===== config.mk =====
export PLATFORM = sky130hd
export DESIGN_NAME = alu_ex_stage
export DESIGN_NICKNAME = d
export VERILOG_FILES = /design/src/rtl/alu_pkg.sv /design/src/rtl/perf_cnt32.sv /design/src/rtl/alu_ex_stage.sv
export SDC_FILE = /design/constraint.sdc
export NUM_CORES = 1
export LEC_CHECK = 0
export ABC_CLOCK_PERIOD_IN_PS = 2800
export BUFFER_PORTS_ARGS = -buffer_cell sky130_fd_sc_hd__buf_2
export CORE_MARGIN = 2
export CORE_UTILIZATION = 35
export DETAILED_ROUTE_END_ITERATION = 10
export PLACE_DENSITY_LB_ADDON = 0.15
export SLEW_MARGIN = 20
export SYNTH_ARGS = -nofsm -noshare
export SYNTH_HDL_FRONTEND = slang
export SYNTH_SLANG_ARGS = --single-unit

===== constraint.sdc =====
create_clock -name clk -period 2.8 [get_ports clk]
set_input_delay 0.28 -clock clk [delete_from_list [all_inputs] [get_ports clk]]
set_output_delay 0.28 -clock clk [all_outputs]
set_load 0.005 [all_outputs]

===== src/rtl/alu_pkg.sv =====
// Shared ALU definitions: function codes, the decoded uop layout and a legality helper.
package alu_pkg;

    typedef enum logic [3:0] {
        PASS_B = 4'd0,
        ADD    = 4'd1,
        SUB    = 4'd2,
        AND    = 4'd3,
        OR     = 4'd4,
        XOR    = 4'd5,
        SLL    = 4'd6,
        SRL    = 4'd7,
        SRA    = 4'd8,
        SLT    = 4'd9,
        SLTU   = 4'd10
    } alu_func_e;

    localparam logic [3:0] ALU_FUNC_MAX = 4'd10;

    typedef struct packed {
        logic [31:0] op1;
        logic [31:0] op2;
        logic [3:0]  func;
        logic [4:0]  rd;
    } alu_uop_t;

    function automatic logic is_legal_func(input logic [3:0] func);
        return func <= ALU_FUNC_MAX;
    endfunction

endpackage


===== src/rtl/perf_cnt32.sv =====
// Free-running 32-bit event counter; wraps to zero after 0xFFFF_FFFF.
module perf_cnt32
    import alu_pkg::*;
(
    input  logic        clk,
    input  logic        rst,
    input  logic        en,
    output logic [31:0] count
);

    always_ff @(posedge clk) begin
        if (rst) begin
            count <= '0;
        end else if (en) begin
            count <= count + 32'd1;
        end
    end

endmodule


===== src/rtl/alu_ex_stage.sv =====
// Two-register execute front end: stage A drives the external ALU, stage B holds the
// captured result for writeback. One uop per cycle, at most two in flight.
module alu_ex_stage
    import alu_pkg::*;
#(
    parameter int WIDTH = 32,
    parameter int RD_W  = 5
) (
    input  logic             clk,
    input  logic             rst,
    input  logic             flush,
    input  logic             id_valid,
    output logic             id_ready,
    input  logic [WIDTH-1:0] id_op1,
    input  logic [WIDTH-1:0] id_op2,
    input  logic [3:0]       id_alu_func,
    input  logic [RD_W-1:0]  id_rd,
    output logic [WIDTH-1:0] alu_op1,
    output logic [WIDTH-1:0] alu_op2,
    output logic [3:0]       alu_func,
    input  logic [WIDTH-1:0] alu_out,
    output logic             wb_valid,
    input  logic             wb_ready,
    output logic [WIDTH-1:0] wb_data,
    output logic [RD_W-1:0]  wb_rd,
    output logic             wb_illegal,
    output logic [31:0]      perf_ops,
    output logic [31:0]      perf_stall
);

    // Handshakes: a transfer happens on a rising edge where valid && ready are both 1.
    // A producer holds valid and its payload stable until that edge; ready may depend
    // combinationally on downstream ready, valid never depends on ready.
    logic             a_valid;
    logic [WIDTH-1:0] a_op1;
    logic [WIDTH-1:0] a_op2;
    logic [3:0]       a_func;
    logic [RD_W-1:0]  a_rd;

    logic             b_valid;
    logic [WIDTH-1:0] b_data;
    logic [RD_W-1:0]  b_rd;
    logic             b_illegal;

    logic b_free;
    logic a_adv;
    logic id_fire;
    logic wb_fire;

    assign b_free   = !b_valid || wb_ready;
    assign a_adv    = a_valid && b_free;
    // Reset gating keeps decode from seeing a ready while the pipe is being cleared.
    assign id_ready = !rst && !flush && (!a_valid || b_free);
    assign id_fire  = id_valid && id_ready;
    assign wb_fire  = b_valid && wb_ready;

    always_ff @(posedge clk) begin
        if (rst) begin
            a_valid   <= 1'b0;
            a_op1     <= '0;
            a_op2     <= '0;
            a_func    <= PASS_B;
            a_rd      <= '0;
            b_valid   <= 1'b0;
            b_data    <= '0;
            b_rd      <= '0;
            b_illegal <= 1'b0;
        end else begin
            if (flush) begin
                a_valid <= 1'b0;
            end else if (id_fire) begin
                a_valid <= 1'b1;
            end else if (a_adv) begin
                a_valid <= 1'b0;
            end

            if (id_fire) begin
                a_op1  <= id_op1;
                a_op2  <= id_op2;
                a_func <= id_alu_func;
                a_rd   <= id_rd;
            end

            if (flush) begin
                b_valid <= 1'b0;
            end else if (a_adv) begin
                b_valid <= 1'b1;
            end else if (wb_fire) begin
                b_valid <= 1'b0;
            end

            // Undefined codes still complete, but never leak whatever the ALU produced.
            if (a_adv && !flush) begin
                b_data    <= is_legal_func(a_func) ? alu_out : '0;
                b_rd      <= a_rd;
                b_illegal <= !is_legal_func(a_func);
            end
        end
    end

    assign alu_op1    = a_op1;
    assign alu_op2    = a_op2;
    assign alu_func   = a_func;
    assign wb_valid   = b_valid;
    assign wb_data    = b_data;
    assign wb_rd      = b_rd;
    assign wb_illegal = b_illegal;

    perf_cnt32 u_ops_cnt (
        .clk   (clk),
        .rst   (rst),
        .en    (wb_fire),
        .count (perf_ops)
    );

    perf_cnt32 u_stall_cnt (
        .clk   (clk),
        .rst   (rst),
        .en    (b_valid && !wb_ready),
        .count (perf_stall)
    );

endmodule


After elaboration in Yosys (flattened, before gate mapping)
Index checks and enable logic that the tools add are counted.
{"block": "totals", "inputBits": 110, "regBits": 177}
{"block": "classes", "n_mux": 5, "reduce_logical": 18, "addsub": 2, "n_lt_le_gt_ge": 1}
{"op": "$add A32 B1 Y32 const B", "n": 2}
{"op": "$mux W32", "n": 1}
{"op": "$logic_and A1 B1 Y1", "n": 7}
{"op": "$logic_not A1 Y1", "n": 6}
{"op": "$le A4 B4 Y1 const B", "n": 1}
{"op": "$mux W1", "n": 4}
{"op": "$reduce_bool A2 Y1", "n": 2}
{"op": "$logic_or A1 B1 Y1", "n": 2}
{"op": "$reduce_or A2 Y1", "n": 1}

Depth between registers and ports, before layout
{"block": "depth", "ltp_word": 6, "ltp_mapped": 8, "ltp_nobuf": 5}

Modules after synthesis
Synthesis repeated with hierarchy kept, for this count alone.
{"block": "unflattened", "hier_cells": 815, "hier_area_um2": 7434.6}
{"module": "alu_ex_stage", "area_per_inst_um2": 4306.6, "seq_area_each_um2": 2262.2, "cells_per_inst": 453, "n_inst": 1}
{"module": "perf_cnt32", "area_per_inst_um2": 1564.0, "seq_area_each_um2": 640.6, "cells_per_inst": 181, "n_inst": 2}

Worst setup path after synthesis
OpenSTA, ideal clock, no wires.
{"block": "synth_path", "path_type": "reg2reg", "start": "register u_stall_cnt.count[3]", "end": "register u_stall_cnt.count[20]", "required_ns": 2.730, "path_buffers": 1, "slack_ns": 0.809, "stages_incl_launch_ff": 6, "arrival_time_ns": 1.921, "cell_sequence": "dfxtp_1 > nand4_4 > or4_4 > buf_6 > or4_1 > a21oi_1"}
{"block": "synth_between", "elab_chain_cells": 1}
{"element": "start, declared", "line_no": "perf_cnt32.sv:8", "source": "output logic [31:0] count"}
{"element": "start signal, assigned", "line_no": "perf_cnt32.sv:15", "source": "count <= count + 32'd1;"}
{"element": "$add A32 B1 Y32", "line_no": "perf_cnt32.sv:15"}
Every way passes these cells.
A chain may end at the register's enable or synchronous reset.

Final worst setup path
{"block": "layout_path", "start": "register u_ops_cnt.count[3]", "end": "register u_ops_cnt.count[31]"}
{"block": "layout_between", "elab_chain_cells": 1}
{"element": "start, declared", "line_no": "perf_cnt32.sv:8"}
{"element": "start signal, assigned", "line_no": "perf_cnt32.sv:15"}
{"element": "$add A32 B1 Y32", "line_no": "perf_cnt32.sv:15"}
Every way passes these cells.

==> run metrics <==
fmax about 450 MHz; Worst Hold End alu_op1[2]; Largest delay share family, worst path simple AND/OR/NAND/NOR gates; core region area a little under 20,000 um2; Reg2Reg Depth 4; Final Skew approximately 0.0098 ns; Yosys top cell area share 0.513; Core Rows 51; final hold viol count 0; First-pass DRT Iterations 6; first-pass GRT wire length 30,900 um; Initial DRC Count 361; number of remaining DRC errors 0; CTS tree built; Final Setup Violations 0; reg2reg end u_ops_cnt.count[31]; Wirelength per Cell 15.0 um; ys flop type dfxtp_1; All-Layer GR Usage 0.187; Cells after DPL 1,310; leak pwr 3.85 nW; Reg2Reg Setup Slack 0.59 ns; library cells used by synthesis 38; Synthesis Warnings 0; Layout area overhead 31.7%; Tcrit/Tclk final 0.789; number of flops mapped to enable cells by yosys 0; layout cell share with drive strength beyond 1 0.308; critical-path maximum fanout 18; clock-pin slew on the worst setup and hold paths roughly 0.070 ns; Crit path buffers/inverters 0; Slew Viols, Final 0; clk root buf clkbuf_16; antenna violations before repair 3; Worst Tran Pin Value 0.742 ns; sequential area share after synthesis 0.513; final instance area 9100 um2; Syn Nets 925; power density relative to cell area about 580 nW/um2; die width between 100 and 150 um; number of setup buffers added after CTS 0; die height 145 um; largest cells by area after synthesis dfxtp_1 51%, nand2_1 9.2%, a21oi_1 8.3%; vias in the first global route about 6k; Sum Neg Setup Slack 0 ns; post-synthesis async set-or-reset flop share 0; WP data arrival 2.57 ns; total of max-cap violations 0; #FFs+latches synth between 150 and 200; CTS Buf Count 17; post-CTS sizing 0; DRT Wirelength approximately 20,000 um; CP max-delay cell or4_1; Via Count 6,598; Worst Hold Class in -> reg; synthesized instance count ~800; reg-to-reg startpoint u_ops_cnt.count[3]; fin cells between 1k and 1.5k; die area roughly 21,000 um2; CP most frequent cell or4_1; CP Class reg -> reg; cell chain of the critical path nand4_1 -> or4_1 -> or4_1 -> a21oi_1; Post-DRT Antenna Nets 0; fin crit period 2.21 ns; Post-DP Area 8510 um2; Layout fillers 2,035; Commonest cells post-synth 177 x dfxtp_1, 169 x nand2_1, 115 x a21oi_1, 61 x nor2_1, 51 x clkbuf_1; critical path endpoint category register; Peak VDD IR 0.393 mV; Num Clock Sinks 177; Slew headroom 0.505; Placer Congestion about 0.8; NumNets Final approximately 1.2k; crit-path max cell delay ~0.8 ns; CTS hold repair buffers 0; via/cell ratio roughly 4.9; Mapped Avg Cell Area 8.50 um2; post-DP HPWL 13,700 um; Cell Area, Synth between 6000 and 7000 um2; H-tree level count 4; I/O pin cnt about 280; status finished clean; Util after Layout 0.469; remaining global-route overflow 0; Hold Path Origin id_op1[2]; number of port buffers roughly 280; largest area contributor in the netlist dfxtp_1; cell with the most instances after synthesis dfxtp_1; Longest Clk Path Bufs 2; clock latency on the worst-skew pair 0.43 ns; CP required 3.16 ns; RSZ-0062 raised after global routing false; largest net degree at the start of global routing 65; Critical Path Start Type register; Starting Density 0.356; hold path cells 3
[power by group]
group	switching, mW	total (mW)	internal, mW
clock	1.10	2.39	1.29
combinational	0.159	0.285	0.125
sequential	0.0248	2.59	2.56
total	1.28	5.26	3.97
[worst register-to-register path: stages (launching register included)]
cell     delay [ns]
dfxtp_1        0.44
nand4_1        0.15
or4_1          0.82
or4_1          0.59
a21oi_1        0.15
[flip-flops by register name (all words and copies together), names as in the netlist]
register	flops
alu_func	4
u_ops_cnt.count	32
wb_rd	5
a_valid	1
a_rd	5
u_stall_cnt.count	32
wb_illegal	1
alu_op1	32
alu_op2	32
wb_data	32
wb_valid	1
[metrics by stage]
stage | worst slack (ns) | hold WS (ns) | power [mW]
floorplan | 0.809 | 0.416 | 2.77
global placement | 0.642 | 0.438 | 2.93
CTS | 0.603 | 0.0625 | 5.32
finish | 0.590 | 0.0785 | 5.26
global route | 0.409 | 0.0648 | 5.48
detailed placement | 0.621 | 0.443 | 2.93
[layer usage]
metal,vias to the layer above,global-route usage,part of all wire
li1,3363,-,-
met1,2998,0.237,0.44
met2,210,0.295,0.46
met3,23,0.0758,0.084
met4,4,0.0516,0.015
met5,-,0,0.0015
[layout make-up]
class | instances | area, um2 | share of cell area
repair buffers | 290 | 1490 | 0.164
well taps | 265 | 332 | 0.0364
diodes | 1 | 2.50 | 0.000275
flip-flops and latches | 177 | 3540 | 0.389
clock buffers | 19 | 443 | 0.0487
inverters | 12 | 45.0 | 0.00495
multi-input cells | 566 | 3100 | 0.341
clock inverters | 13 | 141 | 0.0155
[cell usage in the layout, fill, tap and decap left out, drive strengths merged, types with 2 or more instances in the layout]
cell | synthesis | final
dfxtp | 177 | 177
a22oi | 32 | 32
nor4 | 2 | 2
clkinvlp | 0 | 3
buf | 7 | 290
or3 | 12 | 12
mux2 | 2 | 2
xnor2 | 9 | 9
a2111oi | 2 | 2
o31ai | 29 | 29
a211oi | 2 | 2
nand4 | 17 | 17
or4 | 33 | 33
or2 | 3 | 3
o21ai | 11 | 11
ha | 2 | 2
nand2 | 169 | 169
clkbuf | 51 | 19
and2 | 2 | 2
mux2i | 6 | 6
a21oi | 115 | 115
nor3 | 8 | 8
nor2 | 61 | 61
nor2b | 3 | 3
and3 | 2 | 2
and4 | 8 | 8
xor2 | 11 | 11
nand3 | 20 | 20
inv | 12 | 20
[how the worst max path moves through the flow]
stage                              start  cells past startpoint                    end  slack [ns]
floorplan           u_stall_cnt.count[3]                      5  u_stall_cnt.count[20]        0.81
global placement      u_ops_cnt.count[3]                      4    u_ops_cnt.count[31]        0.64
detailed placement              wb_valid                      5             alu_op2[1]        0.62
CTS                             wb_valid                      5             alu_op2[1]        0.60
global route                    wb_valid                      5             alu_op2[6]        0.41
finish                u_ops_cnt.count[3]                      4    u_ops_cnt.count[31]        0.59
[cells by family after synthesis]
logic type      synth area share
mux                       0.0120
fa+ha+maj                0.00362
flops                      0.513
xor+xnor                  0.0253
buf+inv                   0.0407
compound gates             0.169
simple gates               0.237
No activity file was read; power rests on OpenSTA's default activity.
